## src/rtl/bus_arbiter_if.sv

```systemverilog
// Bus bundle for the two-requester arbiter: instruction side, data side,
// the shared memory port and the abort indication.
interface bus_arbiter_if;
    logic        i_valid;
    logic        i_instr;
    logic [31:0] i_addr;
    logic [31:0] i_wdata;
    logic [3:0]  i_wstrb;
    logic [31:0] i_rdata;
    logic        i_ready;

    logic        d_valid;
    logic        d_instr;
    logic [31:0] d_addr;
    logic [31:0] d_wdata;
    logic [3:0]  d_wstrb;
    logic [31:0] d_rdata;
    logic        d_ready;

    logic        mem_valid;
    logic        mem_instr;
    logic [31:0] mem_addr;
    logic [31:0] mem_wdata;
    logic [3:0]  mem_wstrb;
    logic [31:0] mem_rdata;
    logic        mem_ready;

    logic        bus_error;

    // Arbiter view
    modport slave (
        input  i_valid, i_instr, i_addr, i_wdata, i_wstrb,
        output i_rdata, i_ready,
        input  d_valid, d_instr, d_addr, d_wdata, d_wstrb,
        output d_rdata, d_ready,
        output mem_valid, mem_instr, mem_addr, mem_wdata, mem_wstrb,
        input  mem_rdata, mem_ready,
        output bus_error
    );

    // Environment view: requesters plus memory
    modport master (
        output i_valid, i_instr, i_addr, i_wdata, i_wstrb,
        input  i_rdata, i_ready,
        output d_valid, d_instr, d_addr, d_wdata, d_wstrb,
        input  d_rdata, d_ready,
        input  mem_valid, mem_instr, mem_addr, mem_wdata, mem_wstrb,
        output mem_rdata, mem_ready,
        input  bus_error
    );
endinterface

```

## src/rtl/bus_arbiter.sv

```systemverilog
// Round-robin arbiter between an instruction and a data requester onto one
// memory port. Request fields are latched at grant so the memory sees a
// stable transaction; a wait counter aborts a stalled transaction with a
// one-cycle bus_error and a zero read-data return.
module bus_arbiter #(
    parameter int TIMEOUT = 256
) (
    input  logic          clk,
    input  logic          rst,
    bus_arbiter_if.slave  bus
);

    typedef enum logic [1:0] {
        IDLE  = 2'd0,
        IBUSY = 2'd1,
        DBUSY = 2'd2
    } state_t;

    localparam logic [15:0] TIMEOUT_LAST = 16'(TIMEOUT - 1);

    state_t      state_r;
    logic        last_grant_r;   // 0 = instr won last, 1 = data won last
    logic [15:0] wait_cnt_r;
    logic        instr_r;
    logic [31:0] addr_r;
    logic [31:0] wdata_r;
    logic [3:0]  wstrb_r;

    logic        busy_s;
    logic        timeout_s;
    logic        done_s;
    logic [31:0] ret_data_s;

    // Completion decode: normal return wins over a simultaneous timeout
    always_comb begin
        busy_s     = (state_r != IDLE);
        timeout_s  = busy_s && !bus.mem_ready && (wait_cnt_r == TIMEOUT_LAST) && !rst;
        done_s     = busy_s && (bus.mem_ready || timeout_s) && !rst;
        if (timeout_s) begin
            ret_data_s = 32'h0000_0000;
        end else begin
            ret_data_s = bus.mem_rdata;
        end
    end

    // Output drive: memory fields from the latch while busy, responses only to the granted side
    always_comb begin
        bus.mem_valid = 1'b0;
        bus.mem_instr = 1'b0;
        bus.mem_addr  = 32'h0000_0000;
        bus.mem_wdata = 32'h0000_0000;
        bus.mem_wstrb = 4'h0;
        bus.i_ready   = 1'b0;
        bus.i_rdata   = 32'h0000_0000;
        bus.d_ready   = 1'b0;
        bus.d_rdata   = 32'h0000_0000;
        bus.bus_error = timeout_s;
        if (busy_s) begin
            bus.mem_valid = 1'b1;
            bus.mem_instr = instr_r;
            bus.mem_addr  = addr_r;
            bus.mem_wdata = wdata_r;
            bus.mem_wstrb = wstrb_r;
        end else begin
            bus.mem_valid = 1'b0;
        end
        if (done_s && (state_r == IBUSY)) begin
            bus.i_ready = 1'b1;
            bus.i_rdata = ret_data_s;
        end else if (done_s && (state_r == DBUSY)) begin
            bus.d_ready = 1'b1;
            bus.d_rdata = ret_data_s;
        end else begin
            bus.i_ready = 1'b0;
            bus.d_ready = 1'b0;
        end
    end

    // Arbitration FSM, request latch and wait counter
    always_ff @(posedge clk) begin
        if (rst) begin
            state_r      <= IDLE;
            last_grant_r <= 1'b1;
            wait_cnt_r   <= 16'd0;
            instr_r      <= 1'b0;
            addr_r       <= 32'h0000_0000;
            wdata_r      <= 32'h0000_0000;
            wstrb_r      <= 4'h0;
        end else begin
            case (state_r)
                IDLE: begin
                    if (bus.i_valid && (!bus.d_valid || last_grant_r)) begin
                        state_r      <= IBUSY;
                        last_grant_r <= 1'b0;
                        wait_cnt_r   <= 16'd0;
                        instr_r      <= bus.i_instr;
                        addr_r       <= bus.i_addr;
                        wdata_r      <= bus.i_wdata;
                        wstrb_r      <= bus.i_wstrb;
                    end else if (bus.d_valid) begin
                        state_r      <= DBUSY;
                        last_grant_r <= 1'b1;
                        wait_cnt_r   <= 16'd0;
                        instr_r      <= bus.d_instr;
                        addr_r       <= bus.d_addr;
                        wdata_r      <= bus.d_wdata;
                        wstrb_r      <= bus.d_wstrb;
                    end else begin
                        state_r <= IDLE;
                    end
                end
                IBUSY, DBUSY: begin
                    if (bus.mem_ready || (wait_cnt_r == TIMEOUT_LAST)) begin
                        state_r <= IDLE;
                    end else if (wait_cnt_r != 16'hFFFF) begin
                        wait_cnt_r <= wait_cnt_r + 16'd1;
                    end else begin
                        wait_cnt_r <= wait_cnt_r;
                    end
                end
                default: begin
                    state_r <= IDLE;
                end
            endcase
        end
    end

endmodule

```

## src/flat_wrapper.sv

```systemverilog
// flat-port wrapper written by rule: the top's interface ports become plain ports
module bus_arbiter_flat 
#(
    parameter int TIMEOUT = 256
)
  (clk, rst, bus_i_valid, bus_i_instr, bus_i_addr, bus_i_wdata, bus_i_wstrb, bus_i_rdata, bus_i_ready, bus_d_valid, bus_d_instr, bus_d_addr, bus_d_wdata, bus_d_wstrb, bus_d_rdata, bus_d_ready, bus_mem_valid, bus_mem_instr, bus_mem_addr, bus_mem_wdata, bus_mem_wstrb, bus_mem_rdata, bus_mem_ready, bus_bus_error);
  bus_arbiter_if bus_i ();
  input  logic clk;
  input  logic rst;
  input wire logic [$bits(bus_i.i_valid)-1:0] bus_i_valid;
  input wire logic [$bits(bus_i.i_instr)-1:0] bus_i_instr;
  input wire logic [$bits(bus_i.i_addr)-1:0] bus_i_addr;
  input wire logic [$bits(bus_i.i_wdata)-1:0] bus_i_wdata;
  input wire logic [$bits(bus_i.i_wstrb)-1:0] bus_i_wstrb;
  output wire logic [$bits(bus_i.i_rdata)-1:0] bus_i_rdata;
  output wire logic [$bits(bus_i.i_ready)-1:0] bus_i_ready;
  input wire logic [$bits(bus_i.d_valid)-1:0] bus_d_valid;
  input wire logic [$bits(bus_i.d_instr)-1:0] bus_d_instr;
  input wire logic [$bits(bus_i.d_addr)-1:0] bus_d_addr;
  input wire logic [$bits(bus_i.d_wdata)-1:0] bus_d_wdata;
  input wire logic [$bits(bus_i.d_wstrb)-1:0] bus_d_wstrb;
  output wire logic [$bits(bus_i.d_rdata)-1:0] bus_d_rdata;
  output wire logic [$bits(bus_i.d_ready)-1:0] bus_d_ready;
  output wire logic [$bits(bus_i.mem_valid)-1:0] bus_mem_valid;
  output wire logic [$bits(bus_i.mem_instr)-1:0] bus_mem_instr;
  output wire logic [$bits(bus_i.mem_addr)-1:0] bus_mem_addr;
  output wire logic [$bits(bus_i.mem_wdata)-1:0] bus_mem_wdata;
  output wire logic [$bits(bus_i.mem_wstrb)-1:0] bus_mem_wstrb;
  input wire logic [$bits(bus_i.mem_rdata)-1:0] bus_mem_rdata;
  input wire logic [$bits(bus_i.mem_ready)-1:0] bus_mem_ready;
  output wire logic [$bits(bus_i.bus_error)-1:0] bus_bus_error;
  assign bus_i.i_valid = bus_i_valid;
  assign bus_i.i_instr = bus_i_instr;
  assign bus_i.i_addr = bus_i_addr;
  assign bus_i.i_wdata = bus_i_wdata;
  assign bus_i.i_wstrb = bus_i_wstrb;
  assign bus_i_rdata = bus_i.i_rdata;
  assign bus_i_ready = bus_i.i_ready;
  assign bus_i.d_valid = bus_d_valid;
  assign bus_i.d_instr = bus_d_instr;
  assign bus_i.d_addr = bus_d_addr;
  assign bus_i.d_wdata = bus_d_wdata;
  assign bus_i.d_wstrb = bus_d_wstrb;
  assign bus_d_rdata = bus_i.d_rdata;
  assign bus_d_ready = bus_i.d_ready;
  assign bus_mem_valid = bus_i.mem_valid;
  assign bus_mem_instr = bus_i.mem_instr;
  assign bus_mem_addr = bus_i.mem_addr;
  assign bus_mem_wdata = bus_i.mem_wdata;
  assign bus_mem_wstrb = bus_i.mem_wstrb;
  assign bus_i.mem_rdata = bus_mem_rdata;
  assign bus_i.mem_ready = bus_mem_ready;
  assign bus_bus_error = bus_i.bus_error;
  bus_arbiter #(.TIMEOUT(TIMEOUT)) u_core (.clk(clk), .rst(rst), .bus(bus_i));
endmodule
```

## config.mk

```make
export PLATFORM = sky130hd
export DESIGN_NAME = bus_arbiter_flat
export DESIGN_NICKNAME = d
export VERILOG_FILES = /design/src/rtl/bus_arbiter_if.sv /design/src/rtl/bus_arbiter.sv /design/src/flat_wrapper.sv
export SDC_FILE = /design/constraint.sdc
export NUM_CORES = 1
export LEC_CHECK = 0
export BUFFER_PORTS_ARGS = -buffer_cell sky130_fd_sc_hd__buf_2
export CORE_ASPECT_RATIO = 0.75
export CORE_MARGIN = 4
export CORE_UTILIZATION = 30
export CTS_CLUSTER_DIAMETER = 100
export DETAILED_ROUTE_END_ITERATION = 16
export GPL_ROUTABILITY_DRIVEN = 0
export PLACE_DENSITY = 0.58
export SLEW_MARGIN = 0
export SYNTH_ARGS = -nofsm -noshare
export SYNTH_HDL_FRONTEND = slang
export SYNTH_SLANG_ARGS = --single-unit
```

## constraint.sdc

```tcl
create_clock -name clk -period 3.64 [get_ports clk]
set_clock_uncertainty 0.2 [all_clocks]
set_input_delay 0.364 -clock clk [delete_from_list [all_inputs] [get_ports clk]]
set_output_delay 0.364 -clock clk [all_outputs]
set_load 0.1 [all_outputs]
```

==> metrics.yaml <==
antenna_found_initial: 1
finalSetupTns_ps: 0
placed_cell_area_mm2: 0.00782
clk_root_buffer_cell: "clkbuf_16"
worstHoldPathCells: 3
power-per-cell-area_mw_per_mm2: 369
drt_wl_total_um: 17600
fmax_ghz: 0.316
worst-path-buf-inv: 2
crit_type: "flip-flop to primary output"
ant_nets: 0
gr-total-overflow: 0
type_of_the_most_critical_hold_path: "input pin to flip-flop"
timing.critical_path.slowest_cell_delay_ps: 490
die_w_um: 159
post_synth.cell_area_avg_um2: 8.43
ctsResizeCount: 0
finalHoldViolCount: 0
cp_top_family: "buffers and inverters"
number_of_cells_on_the_critical_path: 6
worst-r2r-setup-slack_ps: 930
p_total_mw: 2.99
yosysUniqueCellTypes: 37
yosys_warning_count: 0
max-vdd-ir-drop_mv: 0.214
drt_wl_cell_um: 15.8
dp_hpwl_um: 13800
htree_num_levels: 3
final-instance-count-excl-fill: 1110
critPathMaxFanout: 33
num_vias: 5383
cp_slowest_cell: "buf_2"
ioPinCount: 312
grt_pass1_wl_um: 26300
area_delta_synth_final_pct: 57.2
detail_route.iter0.violations: 209
clock_insertion_delay_worst_skew_ps: 340
postSynth.topFlopCell: "dfxtp_1"
fraction_of_final_layout_cells_with_drive_strength_greater_than_1_pct: 39.7
status: "complete, no violations"
row_count: 41
grt_setup_unrepaired: "false"
maxCapViolCount: 0
end_kind: "primary output"
total_setup_buffers_inserted_after_cts: 0
placed_cells_incl_taps: 1093
grt_pass1_vias: 4857
floorplan.die_area_mm2: 0.0194
drt_pre_antenna_iters: 4
r2r_cells: 6
ctsLongestPathBuffers: 2
relSlewSlack_pct: 42.6
post_cts_hold_buffer_count: 0
via_cell_ratio: 4.85
critPathArrivalTime_ps: 2600
finalSetupViolCount: 0
mappedNetlistArea_mm2: 0.00515
drc: 0
syn_nets: 791
power_leakage_nw: 4.01
cts_inserted_buffers: 9
initial_utilization_pct: 30.6
fp.dieH_um: 122
timing.final.max_slew_violations: 0
ys_async_sr_fraction_pct: 0
fin_nets: 1069
critPathRequiredTime_ps: 3080
postSynthRegisterBits: 88
measured_slew_at_the_worst_slew_check_pin_ps: 855
timing.final.crit_period_ps: 3160
post-route-util_pct: 48.1
synth_enable_flop_cells: 0
clk_transition_reported_paths_ps: 60
cp_launch_type: "flip-flop"
crit_path_cell_trace: "ha_1 > and3_1 > a41oi_2 > nor4b_4 > buf_4 > buf_2"
cts.sinks: 88
tritoncts: "built"
syn-instance-count: 611
grt_util_overall_pct: 17.0
buffer_ports.inserted: 311
coreArea_mm2: 0.0168
fin_crit_sh_pct: 86.8
fin_area_mm2: 0.00810
seq_area_frac_synth_pct: 34.2
pin_count_of_the_biggest_net_entering_global_routing: 83
cells in the mapped netlist, drive strengths merged, types with 4 or more instances:
| master | n | area [um^2] |
|---|---|---|
| a211oi | 70 | 526 |
| a21oi | 7 | 35.0 |
| a31oi | 19 | 119 |
| and3 | 73 | 462 |
| buf | 24 | 155 |
| clkbuf | 35 | 131 |
| dfxtp | 88 | 1760 |
| ha | 5 | 62.6 |
| inv | 6 | 22.5 |
| mux2i | 71 | 711 |
| nand2 | 12 | 45.0 |
| nand2b | 4 | 25.0 |
| nand3 | 10 | 50.1 |
| nor2 | 77 | 289 |
| nor2b | 70 | 438 |
| nor3 | 6 | 30.0 |
| nor4 | 7 | 65.1 |
| o21a | 5 | 37.5 |
| o21ai | 4 | 20.0 |
cell usage in the layout, fill, tap and decap left out, types with 9 or more instances in the layout:
| cell type | instances |
|---|---|
| and3_1 | 69 |
| a31oi_1 | 19 |
| nor2_1 | 76 |
| nand3_1 | 10 |
| clkbuf_16 | 9 |
| a211oi_1 | 70 |
| buf_12 | 66 |
| nand2_1 | 12 |
| dfxtp_1 | 88 |
| buf_4 | 13 |
| buf_2 | 247 |
| nor2b_1 | 70 |
| mux2i_1 | 71 |
layout make-up:
cell class / instances / area, um^2
sequential: 88 / 1760
inverter: 6 / 22.5
clock inverter: 4 / 30.0
tap: 215 / 269
multi-input combinational: 458 / 3110
timing repair buffer: 326 / 2660
antenna: 1 / 2.50
clock buffer: 12 / 246
fill: 1636 / 8720
flip-flops by register name, indices dropped and copies added, names as in the netlist:
signal,count
u_core.wdata_r,32
u_core.wait_cnt_r,16
u_core.last_grant_r,1
u_core.addr_r,32
u_core.wstrb_r,4
u_core.instr_r,1
u_core.state_r,2
power breakdown:
part | leakage [nW] | total [mW] | switching, mW | internal [mW]
Clock | 0.133 | 0.859 | 0.376 | 0.483
Combinational | 3.15 | 1.02 | 0.723 | 0.302
Sequential | 0.728 | 1.11 | 0.0435 | 1.06
logic make-up (layout without fill, tap and decap cells):
| family | count (synthesis) | after routing | share of synthesized area (%) |
|---|---|---|---|
| other cells | 0 | 1 | 0 |
| flops | 88 | 88 | 34.2 |
| compound gates | 110 | 110 | 15.3 |
| simple gates | 271 | 271 | 29.3 |
| mux | 72 | 72 | 14.0 |
| fa+ha+maj | 5 | 5 | 1.21 |
| buf+inv | 65 | 348 | 6.00 |
final timing paths:
| path | start | end |
|---|---|---|
| worst max-delay path | u_core.wait_cnt_r[1] | bus_i_ready |
| worst min-delay path | bus_d_valid | u_core.state_r[1] |
| worst max register to register | u_core.state_r[0] | u_core.wait_cnt_r[10] |
| worst min register to register | u_core.addr_r[20] | u_core.addr_r[20] |
stage by stage:
stage | hold WS (ps) | worst slack (ps)
after floorplan | 271 | 542
after global placement | 282 | 903
after detailed placement | 286 | 840
after CTS | 115 | 458
after global routing | 140 | 266
final | 137 | 479
metal layers:
layer	share of wire (%)	track usage (%)
met3	6.8	4.24
met1	44	21.3
met5	0	0
met4	1.6	5.04
met2	48	29.2
worst min-delay path, cell delays in order:
cell and delay [ps]:
buf_2 130, nand4_1 70, a21oi_1 60
Power figures use the tool's default switching activity.
